<file path="src/rtl/q_update_ctrl.sv">
// Serial Q-learning update sequencer: reads Q[s][a], scans Q[s'][*] for the signed max,
// hands the operands to the compute unit and writes the result back to Q[s][a].
module q_update_ctrl #(
  parameter int STATES_WIDTH  = 8,
  parameter int ACTIONS_WIDTH = 2,
  parameter int NUM_ACTIONS   = 4,
  parameter int DATA_WIDTH    = 16
) (
  input  logic                                  clk,
  input  logic                                  rst,
  input  logic                                  in_valid,
  output logic                                  in_ready,
  input  logic [STATES_WIDTH-1:0]               in_state,
  input  logic [STATES_WIDTH-1:0]               in_next,
  input  logic [ACTIONS_WIDTH-1:0]              in_action,
  input  logic [DATA_WIDTH-1:0]                 in_reward,
  input  logic                                  stop,
  output logic                                  q_rd_en,
  output logic [STATES_WIDTH+ACTIONS_WIDTH-1:0] q_rd_addr,
  input  logic [DATA_WIDTH-1:0]                 q_rd_data,
  output logic                                  calc_start,
  output logic [DATA_WIDTH-1:0]                 calc_q_sa,
  output logic [DATA_WIDTH-1:0]                 calc_q_max,
  output logic [DATA_WIDTH-1:0]                 calc_reward,
  input  logic                                  calc_done,
  input  logic [DATA_WIDTH-1:0]                 calc_q_new,
  output logic                                  q_wr_en,
  output logic [STATES_WIDTH+ACTIONS_WIDTH-1:0] q_wr_addr,
  output logic [DATA_WIDTH-1:0]                 q_wr_data,
  output logic                                  busy,
  output logic                                  done,
  output logic [31:0]                           update_count
);

  localparam int CW = $clog2(NUM_ACTIONS + 1);
  localparam logic [CW-1:0] LAST_RD   = CW'(NUM_ACTIONS - 1);
  localparam logic [CW-1:0] LAST_FOLD = CW'(NUM_ACTIONS);

  typedef enum logic [2:0] {
    S_IDLE, S_RD_SA, S_RD_MAX, S_CALC, S_WAIT, S_WR, S_DONE
  } state_t;

  state_t                     state;
  logic [STATES_WIDTH-1:0]    s_r;
  logic [STATES_WIDTH-1:0]    n_r;
  logic [ACTIONS_WIDTH-1:0]   a_r;
  logic [CW-1:0]              idx;
  logic                       stop_pend;

  assign busy     = (state != S_IDLE) && (state != S_DONE);
  assign done     = (state == S_DONE);
  assign in_ready = (state == S_IDLE) && !stop;

  always_ff @(posedge clk) begin
    if (rst) begin
      state        <= S_IDLE;
      s_r          <= '0;
      n_r          <= '0;
      a_r          <= '0;
      idx          <= '0;
      stop_pend    <= 1'b0;
      q_rd_en      <= 1'b0;
      q_rd_addr    <= '0;
      calc_start   <= 1'b0;
      calc_q_sa    <= '0;
      calc_q_max   <= '0;
      calc_reward  <= '0;
      q_wr_en      <= 1'b0;
      q_wr_addr    <= '0;
      q_wr_data    <= '0;
      update_count <= '0;
    end else begin
      q_rd_en    <= 1'b0;
      calc_start <= 1'b0;
      q_wr_en    <= 1'b0;
      if (stop && state != S_IDLE && state != S_DONE) stop_pend <= 1'b1;

      case (state)
        S_IDLE: begin
          if (stop) begin
            state <= S_DONE;
          end else if (in_valid) begin
            s_r         <= in_state;
            n_r         <= in_next;
            a_r         <= in_action;
            calc_reward <= in_reward;
            stop_pend   <= 1'b0;
            q_rd_en     <= 1'b1;
            q_rd_addr   <= {in_state, in_action};
            state       <= S_RD_SA;
          end
        end
        S_RD_SA: begin
          q_rd_en   <= 1'b1;
          q_rd_addr <= {n_r, {ACTIONS_WIDTH{1'b0}}};
          idx       <= '0;
          state     <= S_RD_MAX;
        end
        S_RD_MAX: begin
          // Read data lags the address by one cycle: slot 0 returns Q[s][a],
          // slot j>=1 returns Q[s'][j-1]; the first s' value seeds the max.
          if (idx == '0) begin
            calc_q_sa <= q_rd_data;
          end else if (idx == CW'(1) || $signed(q_rd_data) > $signed(calc_q_max)) begin
            calc_q_max <= q_rd_data;
          end
          if (idx < LAST_RD) begin
            q_rd_en   <= 1'b1;
            q_rd_addr <= {n_r, ACTIONS_WIDTH'(idx + 1'b1)};
          end
          if (idx == LAST_FOLD) begin
            calc_start <= 1'b1;
            state      <= S_CALC;
          end
          idx <= idx + 1'b1;
        end
        S_CALC: begin
          state <= S_WAIT;
        end
        S_WAIT: begin
          if (calc_done) begin
            q_wr_data <= calc_q_new;
            q_wr_addr <= {s_r, a_r};
            q_wr_en   <= 1'b1;
            state     <= S_WR;
          end
        end
        S_WR: begin
          update_count <= update_count + 32'd1;
          state        <= (stop_pend || stop) ? S_DONE : S_IDLE;
        end
        S_DONE: begin
          state <= S_DONE;
        end
        default: begin
          state <= S_IDLE;
        end
      endcase
    end
  end

endmodule

</file>
<file path="config.mk">
export PLATFORM = sky130hd
export DESIGN_NAME = q_update_ctrl
export DESIGN_NICKNAME = d
export VERILOG_FILES = /design/src/rtl/q_update_ctrl.sv
export SDC_FILE = /design/constraint.sdc
export NUM_CORES = 1
export LEC_CHECK = 0
export ABC_CLOCK_PERIOD_IN_PS = 6900
export CELL_PAD_IN_SITES_DETAIL_PLACEMENT = 1
export CELL_PAD_IN_SITES_GLOBAL_PLACEMENT = 1
export CORE_MARGIN = 4
export CORE_UTILIZATION = 35
export CTS_CLUSTER_SIZE = 10
export DETAILED_ROUTE_END_ITERATION = 12
export PLACE_DENSITY = 0.81
export SLEW_MARGIN = 10
export SYNTH_ARGS = -nofsm -noshare
export SYNTH_HDL_FRONTEND = slang
export SYNTH_SLANG_ARGS = --single-unit
</file>
<file path="constraint.sdc">
create_clock -name clk -period 6.9 [get_ports clk]
set_input_delay 1.38 -clock clk [delete_from_list [all_inputs] [get_ports clk]]
set_output_delay 1.38 -clock clk [all_outputs]
set_load 0.005 [all_outputs]
</file>
# After elaboration in Yosys (flattened, before gate mapping)
# Cells that the tools add are included.
# Widths: inputs -> output; s select.
[word_totals]
reg_bits = 144
input_bits = 71
word_cells = 80
[classes]
add_sub_neg = 2
magnitude_cmp = 2
eq_ne = 15
mux = 21
bitwise = 4
n_reduce_logical = 20
[op_table]
columns = ["op", "n"]
rows = [
  ["$add 32x1->32 const B", 1],
  ["$mux 10", 3],
  ["$pmux 10 s3", 1],
  ["$pmux 3 s7", 1],
  ["$gt 16x16->1", 1],
  ["$mux 3", 5],
  ["$eq 3x3->1 const B", 4],
  ["$ne 2x2->1 const B", 5],
  ["$mux 1", 9],
  ["$reduce_and 3->1", 3],
  ["$eq 3x1->1 const B", 2],
  ["$eq 3x2->1 const B", 2],
  ["$logic_not 3->1", 2],
  ["$ne 3x3->1 const B", 2],
  ["$pmux 3 s2", 1],
  ["$reduce_bool 3->1", 2],
  ["$logic_and 1x1->1", 4],
  ["$not 1->1", 4],
  ["$reduce_and 2->1", 2],
  ["$reduce_and 4->1", 1],
  ["$reduce_or 2->1", 2],
  ["$add 3x1->3 const B", 1],
  ["$lt 3x2->1 const B", 1],
  ["$pmux 1 s3", 1],
  ["3 further kinds", 4],
]

# Depth between registers and ports, before layout
# Gate-level depths: netlist of run 1.
[depth]
word_depth = 7
mapped_depth = 8
depth_no_buf = 7

# Least setup slack after synthesis of run 1
# Ideal clock, no wire load.
[synth_timing]
path_type = "in2reg"
from = "in q_rd_data[7]"
to = "reg calc_q_max[10]"
setup_ns = 0.072
t_arrival_ns = 3.277
t_required_ns = 6.828
path_slack_ns = 3.551
path_stages = 7
path_buffers = 1
cell_sequence = "ha_1 nand4_1 nor4b_4 a2111o_1 a211oi_2 buf_6 mux2i_1"
[synth_between]
elab_chain_len = 3
[synth_rtl]
columns = ["element", "line", "source"]
rows = [
  ["start: declaration", "20", "input logic [DATA_WIDTH-1:0] q_rd_data,"],
  ["$gt 16x16->1", "104", "end else if (idx == CW'(1) || $signed(q_rd_data) > $signed(calc_q_max)) begin"],
  ["$logic_or 1x1->1", "104", ""],
  ["$reduce_and 3->1 (no source line)", "-", ""],
  ["end signal: assignment", "105", "calc_q_max <= q_rd_data;"],
  ["end: declaration", "23", "output logic [DATA_WIDTH-1:0] calc_q_max,"],
]
# No other way between the ends.
# A chain may end at the register's enable or synchronous reset.

# Final worst setup path of run 1
[layout_timing]
from = "in stop"
to = "out in_ready"
[layout_between]
elab_chain_len = 2
[layout_rtl]
columns = ["element", "line", "source"]
rows = [
  ["start: declaration", "17", "input logic stop,"],
  ["$logic_not 1->1", "52", "assign in_ready = (state == S_IDLE) && !stop;"],
  ["$logic_and 1x1->1", "52", ""],
  ["end: declaration", "12", "output logic in_ready,"],
]
# No other way between the ends.

==> impl_metrics.env, run 1 <==
export IMPL_drive_gt1_frac=0.0540
export IMPL_dieArea_um2=20000
export IMPL_post_cts_buffers=0
export IMPL_io_pins=193
export IMPL_clockBufferDepth=2
export IMPL_dr_pass1_iters=4
export IMPL_core_um2=17400
export IMPL_ys_seq_area_frac=0.463
export IMPL_crit_family="buffers and inverters"
export IMPL_postCtsHoldBufs=0
export IMPL_synth_flop_cell="dfxtp_1"
export IMPL_regArea_um2=2880
export IMPL_cp_arrival_ps=2890
export IMPL_synth_area_um2=6220
export IMPL_timing_critical_path_to_type="output port"
export IMPL_start_util=0.359
export IMPL_cts_sinks=144
export IMPL_dr_total_vias=5831
export IMPL_yosys_register_bits=144
export IMPL_critical_path_max_stage_delay_ps=610
export IMPL_synth_top_cell_area_share=0.463
export IMPL_route_final_wire_length_mm=18.6
export IMPL_clkTransAtPathRegs_ps=60
export IMPL_cts_inserted_buffers=17
export IMPL_row_count=48
export IMPL_cpMostUsedCell="clkdlybuf4s50_1"
export IMPL_start_kind="input port"
export IMPL_worst_slew_pin_slew_ps=1090
export IMPL_grtUsageTotal=0.188
export IMPL_fin_util=0.512
export IMPL_setup_viol=0
export IMPL_antenna_cells=0
export IMPL_timing_critical_path_buf_inv=2
export IMPL_power_density_nw_per_um2=252
export IMPL_post_route_period_util=0.620
export IMPL_grt_pass1_vias=5780
export IMPL_yosysWarnings=0
export IMPL_finClkSkew_ps=10.2
export IMPL_clk_latency_ps=420
export IMPL_vias_per_cell=4.99
export IMPL_grt_pass1_wl_mm=30.4
export IMPL_slowest_stage="clkdlybuf4s50_1"
export IMPL_finalMaxSlewViolations=0
export IMPL_final_cell_mix="191 x clkdlybuf4s50_1, 178 x nand2_1, 144 x dfxtp_1, 112 x a21oi_1, 35 x nand2b_1"
export IMPL_die_h_um=141
export IMPL_finalSetupTns_ps=0
export IMPL_die_w_um=141
export IMPL_crit_type="input port to output port"
export IMPL_fill_cells=2084
export IMPL_synth_avg_cell_area_um2=8.20
export IMPL_multi_input_area_um2=3050
export IMPL_cts_max_level=4
export IMPL_hold_path_class="register to register"
export IMPL_setup_ws_ps=2630
export IMPL_cts_root_buf="clkbuf_16"
export IMPL_syn_num_nets=850
export IMPL_pre_cts_slack_ps=2470
export IMPL_ys_types=50
export IMPL_areaGrowthSynthToFinish_pct=42.9
export IMPL_worstPathRequired_ps=5520
export IMPL_async_flop_share=0
export IMPL_synth_edf_count=0
export IMPL_grt_overflow=0
export IMPL_cts_repair_resized=0
export IMPL_wl_per_cell_um=15.9
export IMPL_status="finished, final reports clean"
export IMPL_place_hpwl_mm=13.0
export IMPL_cp_cell_sequence="clkdlybuf4s50_1 > nor3_1 > clkdlybuf4s50_1"
export IMPL_slew_headroom=0.272
export IMPL_synth_top_area_cell="dfxtp_1"
export IMPL_cp_max_fo=8
export IMPL_antenna_found_initial=2
export IMPL_cts_tree="yes"
export IMPL_final_common_cell="clkdlybuf4s50_1"
export IMPL_io_buffers=192
export IMPL_synth_top_cells_by_area="dfxtp_1 46%, nand2_1 11%, a21oi_1 9.1%"
export IMPL_nets=1022
export IMPL_max_cap_violations=0
export IMPL_syn_inst=759
export IMPL_fin_crit_ps=4270
export IMPL_clock_fmax_ghz=0.234
export IMPL_hold_violations=0
export IMPL_drt_iter0_drc=189
export IMPL_gp_congestion=0.785
export IMPL_drc=0
export IMPL_rsz0062_at_grt="false"
export IMPL_drtAntennaViolNets=0
export IMPL_grt_max_degree=88
export IMPL_p_leak_uw=0.00302
export IMPL_peakVddDrop_mv=0.159
[through the flow]
step / std cells / area [µm²] / total power (µW) / hold slack, ps
finish: 1169 / 8890 / 2240 / 448
global route: 1169 / 8890 / 2360 / 467
CTS: 1169 / 8890 / 2280 / 452
detailed placement: 1137 / 8290 / 1320 / 447
global placement: 1137 / 8290 / 1320 / 441
floorplan: 759 / 6220 / 1130 / 432
[power by group]
group | internal [µW] | switching, µW
registers | 884 | 41.6
clock network | 577 | 364
logic | 188 | 189
total | 1650 | 595
[cells by family after synthesis]
group,Yosys count,synth area share
adder cells (fa/ha/maj),20,0.0402
buffers and inverters,75,0.0494
XOR/XNOR,15,0.0211
multiplexers,25,0.0402
AND/OR/NAND/NOR,321,0.244
AO/OA/AOI/OAI,159,0.142
flip-flops,144,0.463
[layout make-up]
cell class                 instances  share of cell area
inverter                          30              0.0127
tap                              225              0.0317
multi-input combinational        540               0.343
timing repair buffer             198               0.221
clock buffer                      18              0.0494
sequential                       144               0.324
clock inverter                    14              0.0183
[worst paths after layout]
| path | slack (ps) | cells past startpoint | to | start |
|---|---|---|---|---|
| hold / removal | 450 | 2 | q_wr_addr[5] | s_r[3] |
| setup reg to reg | 3690 | 5 | update_count[31] | state[0] |
| hold reg to reg | 450 | 2 | q_wr_addr[5] | s_r[3] |
| setup / recovery | 2630 | 3 | in_ready | stop |
[metal layers]
metal  global-route usage  wire length [µm]  share of wire
met4               0.0699               320          0.017
met1                0.237              8280           0.44
met5                    0                32         0.0017
met3               0.0677              1330          0.072
met2                0.297              8670           0.47
[worst min-delay path: cells and delay by family (launching register included)]
kind / cells / cell delay, ps
and+or+nand+nor: 1 / 50
DFF: 1 / 310
AOI/OAI and AO/OA: 1 / 50
[Yosys cell counts, drive strengths merged (4+ instances only)]
cell,n
a211oi,13
a21oi,113
and4,4
buf,7
clkbuf,38
dfxtp,144
ha,20
inv,30
mux2i,25
nand2,178
nand2b,36
nand3,11
nand4,8
nor2,34
nor3,11
o21ai,21
or3,16
xnor2,12
[flip-flops by register name, indices dropped and copies added (netlist names)]
register      flops
idx               3
stop_pend         1
a_r               2
q_rd_addr        10
update_count     32
q_rd_en           1
q_wr_en           1
calc_reward      16
calc_start        1
calc_q_max       16
q_wr_addr        10
s_r               8
state             3
q_wr_data        16
n_r               8
calc_q_sa        16
No activity file was read; power rests on OpenSTA's default activity.
==> inputs of run 2 (changes only) <==
- ABC_CLOCK_PERIOD_IN_PS: 6900 -> 3600
- CORE_UTILIZATION: 35 -> 30
- PLACE_DENSITY: 0.81 -> 0.73
- clock period: 6.9 -> 3.6 ns (I/O delays scaled with it)
==> run 2 against run 1 <==
  * Critical endpoint unchanged
  * Via count is 0.41% lower
  * Combinational power rose by 100%
  * Critical path type unchanged
  * Non-clock buffer count rose by 9
==> impl_metrics.env, run 2 (synthesis gave the netlist of run 1 again) <==
export IMPL_hp_start="q_wr_data[3]"
export IMPL_cts_repair_resized=0
export IMPL_crit_type="input port to output port"
export IMPL_drt_iter0_drc=148
export IMPL_grt_max_degree=99
export IMPL_final_common_cell="clkdlybuf4s50_1"
export IMPL_gp_congestion=0.746
export IMPL_cts_tree="yes"
export IMPL_finClkSkew_ps=14.2
export IMPL_worst_slew_pin_slew_ps=971
export IMPL_io_pins=193
export IMPL_worstPathRequired_ps=2880
export IMPL_cts_inserted_buffers=17
export IMPL_finalMaxSlewViolations=0
export IMPL_p_leak_uw=0.00305
export IMPL_cp_max_fo=8
export IMPL_die_h_um=152
export IMPL_clockBufferDepth=2
export IMPL_pre_cts_slack_ps=459
export IMPL_min_to="q_wr_data[3]"
export IMPL_worstHoldPathCells=2
export IMPL_die_w_um=152
export IMPL_r2r_slack_ps=970
export IMPL_grt_overflow=0
export IMPL_max_cap_violations=0
export IMPL_vias_per_cell=4.75
export IMPL_cp_cell_sequence="clkdlybuf4s50_1 > nor3_1 > clkdlybuf4s50_1"
export IMPL_antenna_cells=0
export IMPL_final_cells=1223
export IMPL_areaGrowthSynthToFinish_pct=44.6
export IMPL_dr_total_vias=5807
export IMPL_final_cell_mix="191 x clkdlybuf4s50_1, 178 x nand2_1, 144 x dfxtp_1, 112 x a21oi_1, 35 x nand2b_1"
export IMPL_regMostFlops="update_count"
export IMPL_postCtsHoldBufs=0
export IMPL_antenna_found_initial=1
export IMPL_slew_headroom=0.353
export IMPL_timing_rr_end="update_count[31]"
export IMPL_cpMostUsedCell="clkdlybuf4s50_1"
export IMPL_ff2ff_path_depth=6
export IMPL_cts_sinks=144
export IMPL_clk_latency_ps=420
export IMPL_reg2reg_from="state[1]"
export IMPL_grt_use_met1=0.193
export IMPL_largest_reg_flops=32
export IMPL_rsz0062_at_grt="false"
export IMPL_dieArea_um2=23100
export IMPL_start_util=0.307
export IMPL_finalSetupTns_ps=0
export IMPL_grt_pass1_vias=5888
export IMPL_met2_usage=0.273
export IMPL_cp_arrival_ps=2280
export IMPL_power_density_nw_per_um2=472
export IMPL_dp_cells=1191
export IMPL_post_cts_buffers=0
export IMPL_place_hpwl_mm=13.5
export IMPL_status="finished, final reports clean"
export IMPL_core_um2=20300
export IMPL_hold_path_class="register to register"
export IMPL_cts_root_buf="clkbuf_16"
export IMPL_clkTransAtPathRegs_ps=60
export IMPL_drtAntennaViolNets=0
export IMPL_dr_pass1_iters=4
export IMPL_fin_crit_ps=3000
export IMPL_io_buffers=192
export IMPL_route_final_wire_length_mm=18.9
export IMPL_nets=1031
export IMPL_cts_max_level=4
export IMPL_setup_ws_ps=603
export IMPL_setup_viol=0
export IMPL_start_kind="input port"
export IMPL_grt_pass1_wl_mm=31.0
export IMPL_hold_violations=0
export IMPL_timing_critical_path_to_type="output port"
export IMPL_wl_per_cell_um=15.5
export IMPL_peakVddDrop_mv=0.342
export IMPL_drive_gt1_frac=0.0609
export IMPL_grtUsageTotal=0.163
export IMPL_busiest_layer="met2"
export IMPL_slowest_stage="clkdlybuf4s50_1"
export IMPL_row_count=52
export IMPL_critical_path_max_stage_delay_ps=620
export IMPL_post_route_period_util=0.832
export IMPL_met3_usage=0.0597
export IMPL_drc=0
export IMPL_clock_fmax_ghz=0.334
run 2: how the worst max path moves through the flow:
stage | from | endpoint
2_1_floorplan | q_rd_data[7] | calc_q_max[10]
3_3_place_gp | q_rd_data[13] | calc_q_max[2]
3_5_place_dp | q_rd_data[13] | calc_q_max[5]
4_1_cts | stop | in_ready
5_1_grt | stop | in_ready
6_report | stop | in_ready
run 2: cell type report:
type / count / area, µm²
sequential: 144 / 2880
inverter: 30 / 113
fill: 2442 / 11300
timing repair buffer: 207 / 2030
tap: 270 / 338
clock inverter: 12 / 136
multi-input combinational: 540 / 3050
clock buffer: 20 / 447
run 2: power by group:
part           internal [µW]  switching, µW
sequential              1690           62.7
clock                   1040            699
combinational            371            383
run 2: per-layer routing:
metal  share of wire  routed length, µm
met3           0.072               1360
met2            0.48               9090
met4           0.014                256
met5         0.00079                 15
met1            0.43               8200
run 2: worst max-delay path: cells and delay by family:
kind | cells | cell delay, ps
buf+inv | 2 | 1150
simple gates | 1 | 410
run 2: stage by stage:
stage | hold WS (ps) | power, µW | cell area, µm² | util
finish | 452 | 4250 | 9000 | 0.443
global route | 468 | 4480 | 9000 | 0.443
CTS | 457 | 4340 | 9000 | 0.443
detailed placement | 448 | 2550 | 8420 | 0.415
global placement | 441 | 2540 | 8420 | 0.415
floorplan | 432 | 2160 | 6220 | -
==> inputs of run 3 (changes only) <==
- ABC_CLOCK_PERIOD_IN_PS: 3600 -> 2900
- CORE_UTILIZATION: 30 -> 34
- PLACE_DENSITY: 0.73 -> 0.79
- clock period: 3.6 -> 2.9 ns (I/O delays scaled with it)
==> run 3 against run 2 <==
  * Combinational power grew 28%
  * Core utilization is 6.0 points higher
  * Register-to-register slack got worse by 440 ps
  * Die area down 11%
  * Critical path depth is 5 higher
  * Routed wire length grew 3.3%
  * Sequential power rose by 23%
  * Sequential cell count stayed put
  * First-iteration DRC count rose by 14%
  * Non-clock buffer count up 8
  * Sequential share of layout area shrank 0.15 points
  * Via count is 1.3% higher
  * Largest power group is now clock
  * Highest routed layer unchanged
==> impl_metrics.env, run 3 (synthesis gave the netlist of run 1 again) <==
export IMPL_status="finished, final reports clean"
export IMPL_cts_inserted_buffers=17
export IMPL_comb_power_share=0.179
export IMPL_p_seq_frac=0.401
export IMPL_place_hpwl_mm=13.6
export IMPL_io_buffers=192
export IMPL_cts_root_buf="clkbuf_16"
export IMPL_clock_fmax_ghz=0.382
export IMPL_final_cell_mix="191 x clkdlybuf4s50_1, 178 x nand2_1, 144 x dfxtp_1, 112 x a21oi_1, 35 x nand2b_1"
export IMPL_die_w_um=143
export IMPL_antenna_cells=0
export IMPL_largest_reg_flops=32
export IMPL_hold_path_class="register to register"
export IMPL_vias_per_cell=4.94
export IMPL_dr_total_vias=5883
export IMPL_met3_usage=0.0616
export IMPL_areaGrowthSynthToFinish_pct=45.2
export IMPL_max_cap_violations=0
export IMPL_setup_ws_ps=285
export IMPL_worst_slew_pin_slew_ps=873
export IMPL_grt_use_met1=0.229
export IMPL_start_util=0.347
export IMPL_core_um2=18000
export IMPL_row_count=49
export IMPL_drive_gt1_frac=0.0697
export IMPL_fill_cells=2127
export IMPL_cts_max_level=4
export IMPL_peakVddDrop_mv=0.414
export IMPL_busiest_layer="met2"
export IMPL_io_pins=193
export IMPL_post_route_period_util=0.902
export IMPL_grt_overflow=0
export IMPL_cts_repair_resized=0
export IMPL_clk_latency_ps=430
export IMPL_die_h_um=143
export IMPL_cts_sinks=144
export IMPL_start_kind="input port"
export IMPL_final_cells=1190
export IMPL_p_switching_uw=1440
export IMPL_cp_arrival_ps=2960
export IMPL_grt_max_degree=78
export IMPL_route_final_wire_length_mm=19.6
export IMPL_grt_pass1_wl_mm=31.3
export IMPL_setup_viol=0
export IMPL_postCtsHoldBufs=0
export IMPL_drt_iter0_drc=169
export IMPL_drtAntennaViolNets=0
export IMPL_pre_cts_slack_ps=-121
export IMPL_nets=1039
export IMPL_finClkSkew_ps=10.3
export IMPL_cts_tree="yes"
export IMPL_p_leak_uw=0.00311
export IMPL_final_common_cell="clkdlybuf4s50_1"
export IMPL_antenna_found_initial=1
export IMPL_finalMaxSlewViolations=0
export IMPL_hold_violations=0
export IMPL_dp_cells=1158
export IMPL_clkTransAtPathRegs_ps=60
export IMPL_cp_max_fo=5
export IMPL_worstPathRequired_ps=3240
export IMPL_slew_headroom=0.403
export IMPL_met2_usage=0.326
export IMPL_grt_pass1_vias=6055
export IMPL_crit_type="input port to register"
export IMPL_dieArea_um2=20500
export IMPL_power_density_nw_per_um2=599
export IMPL_placed_area_um2=8420
export IMPL_switching_share=0.266
export IMPL_wl_per_cell_um=16.4
export IMPL_regMostFlops="update_count"
export IMPL_intPower_uw=3980
export IMPL_rsz0062_at_grt="false"
export IMPL_grtUsageTotal=0.192
export IMPL_p_clk_frac=0.421
export IMPL_fin_crit_ps=2610
export IMPL_post_cts_buffers=0
export IMPL_dr_pass1_iters=4
export IMPL_timing_critical_path_to_type="register"
export IMPL_final_area_um2=9040
export IMPL_clockBufferDepth=2
export IMPL_drc=0
export IMPL_gp_congestion=0.822
-- run 3: cell count changes in the layout (fill, tap and decap cells not counted), sizes merged --
cell / before / now
buf: 16 / 24
bufinv: 2 / 3
clkinv: 6 / 5
clkinvlp: 3 / 4
inv: 31 / 30
-- run 3: final timing paths --
path                            depth (start not counted)  slack [ps]           start        endpoint
worst max-delay path                                    8         290   q_rd_data[13]  calc_q_max[12]
worst min-delay path                                    2         450          s_r[7]    q_wr_addr[9]
worst max register to register                          8         530  calc_q_max[13]  calc_q_max[12]
worst min register to register                          2         450          s_r[7]    q_wr_addr[9]
-- run 3: stage by stage --
stage	setup TNS, ps	total power, µW	hold WS (ps)	utilization
after CTS	0	5500	454	0.503
after detailed placement	-1650	3190	446	0.469
after floorplan	0	2680	432	-
after global routing	0	5690	466	0.503
final	0	5420	446	0.503
after global placement	-2100	3170	441	0.469
-- run 3: worst max-delay path, cell delays in order --
cell and delay (ps):
clkdlybuf4s50_1 460, ha_1 330, a21oi_1 140, o21ai_0 110
a2111oi_0 810, a211oi_4 150, buf_4 210, mux2i_1 170
-- run 3: cell type report --
| class | count | area [µm²] | area share |
|---|---|---|---|
| multi-input cells | 540 | 3050 | 0.337 |
| flip-flops and latches | 144 | 2880 | 0.319 |
| repair buffers | 215 | 2090 | 0.231 |
| clock buffers | 20 | 457 | 0.0505 |
| well taps | 229 | 287 | 0.0317 |
| clock inverters | 12 | 160 | 0.0177 |
| inverters | 30 | 113 | 0.0125 |
-- run 3: layer usage --
layer / part of all wire / up-vias
met5: 0.00066 / -
met4: 0.016 / 2
met3: 0.068 / 22
met2: 0.49 / 131
met1: 0.43 / 2792
li1: - / 2936
-- run 3: power groups by stage --
stage	Combinational (µW)	Sequential [µW]	Clock, µW
floorplan	461	2220	0
global placement	960	2210	0
detailed placement	975	2220	0
CTS	988	2170	2340
global route	1070	2190	2430
finish	967	2170	2280
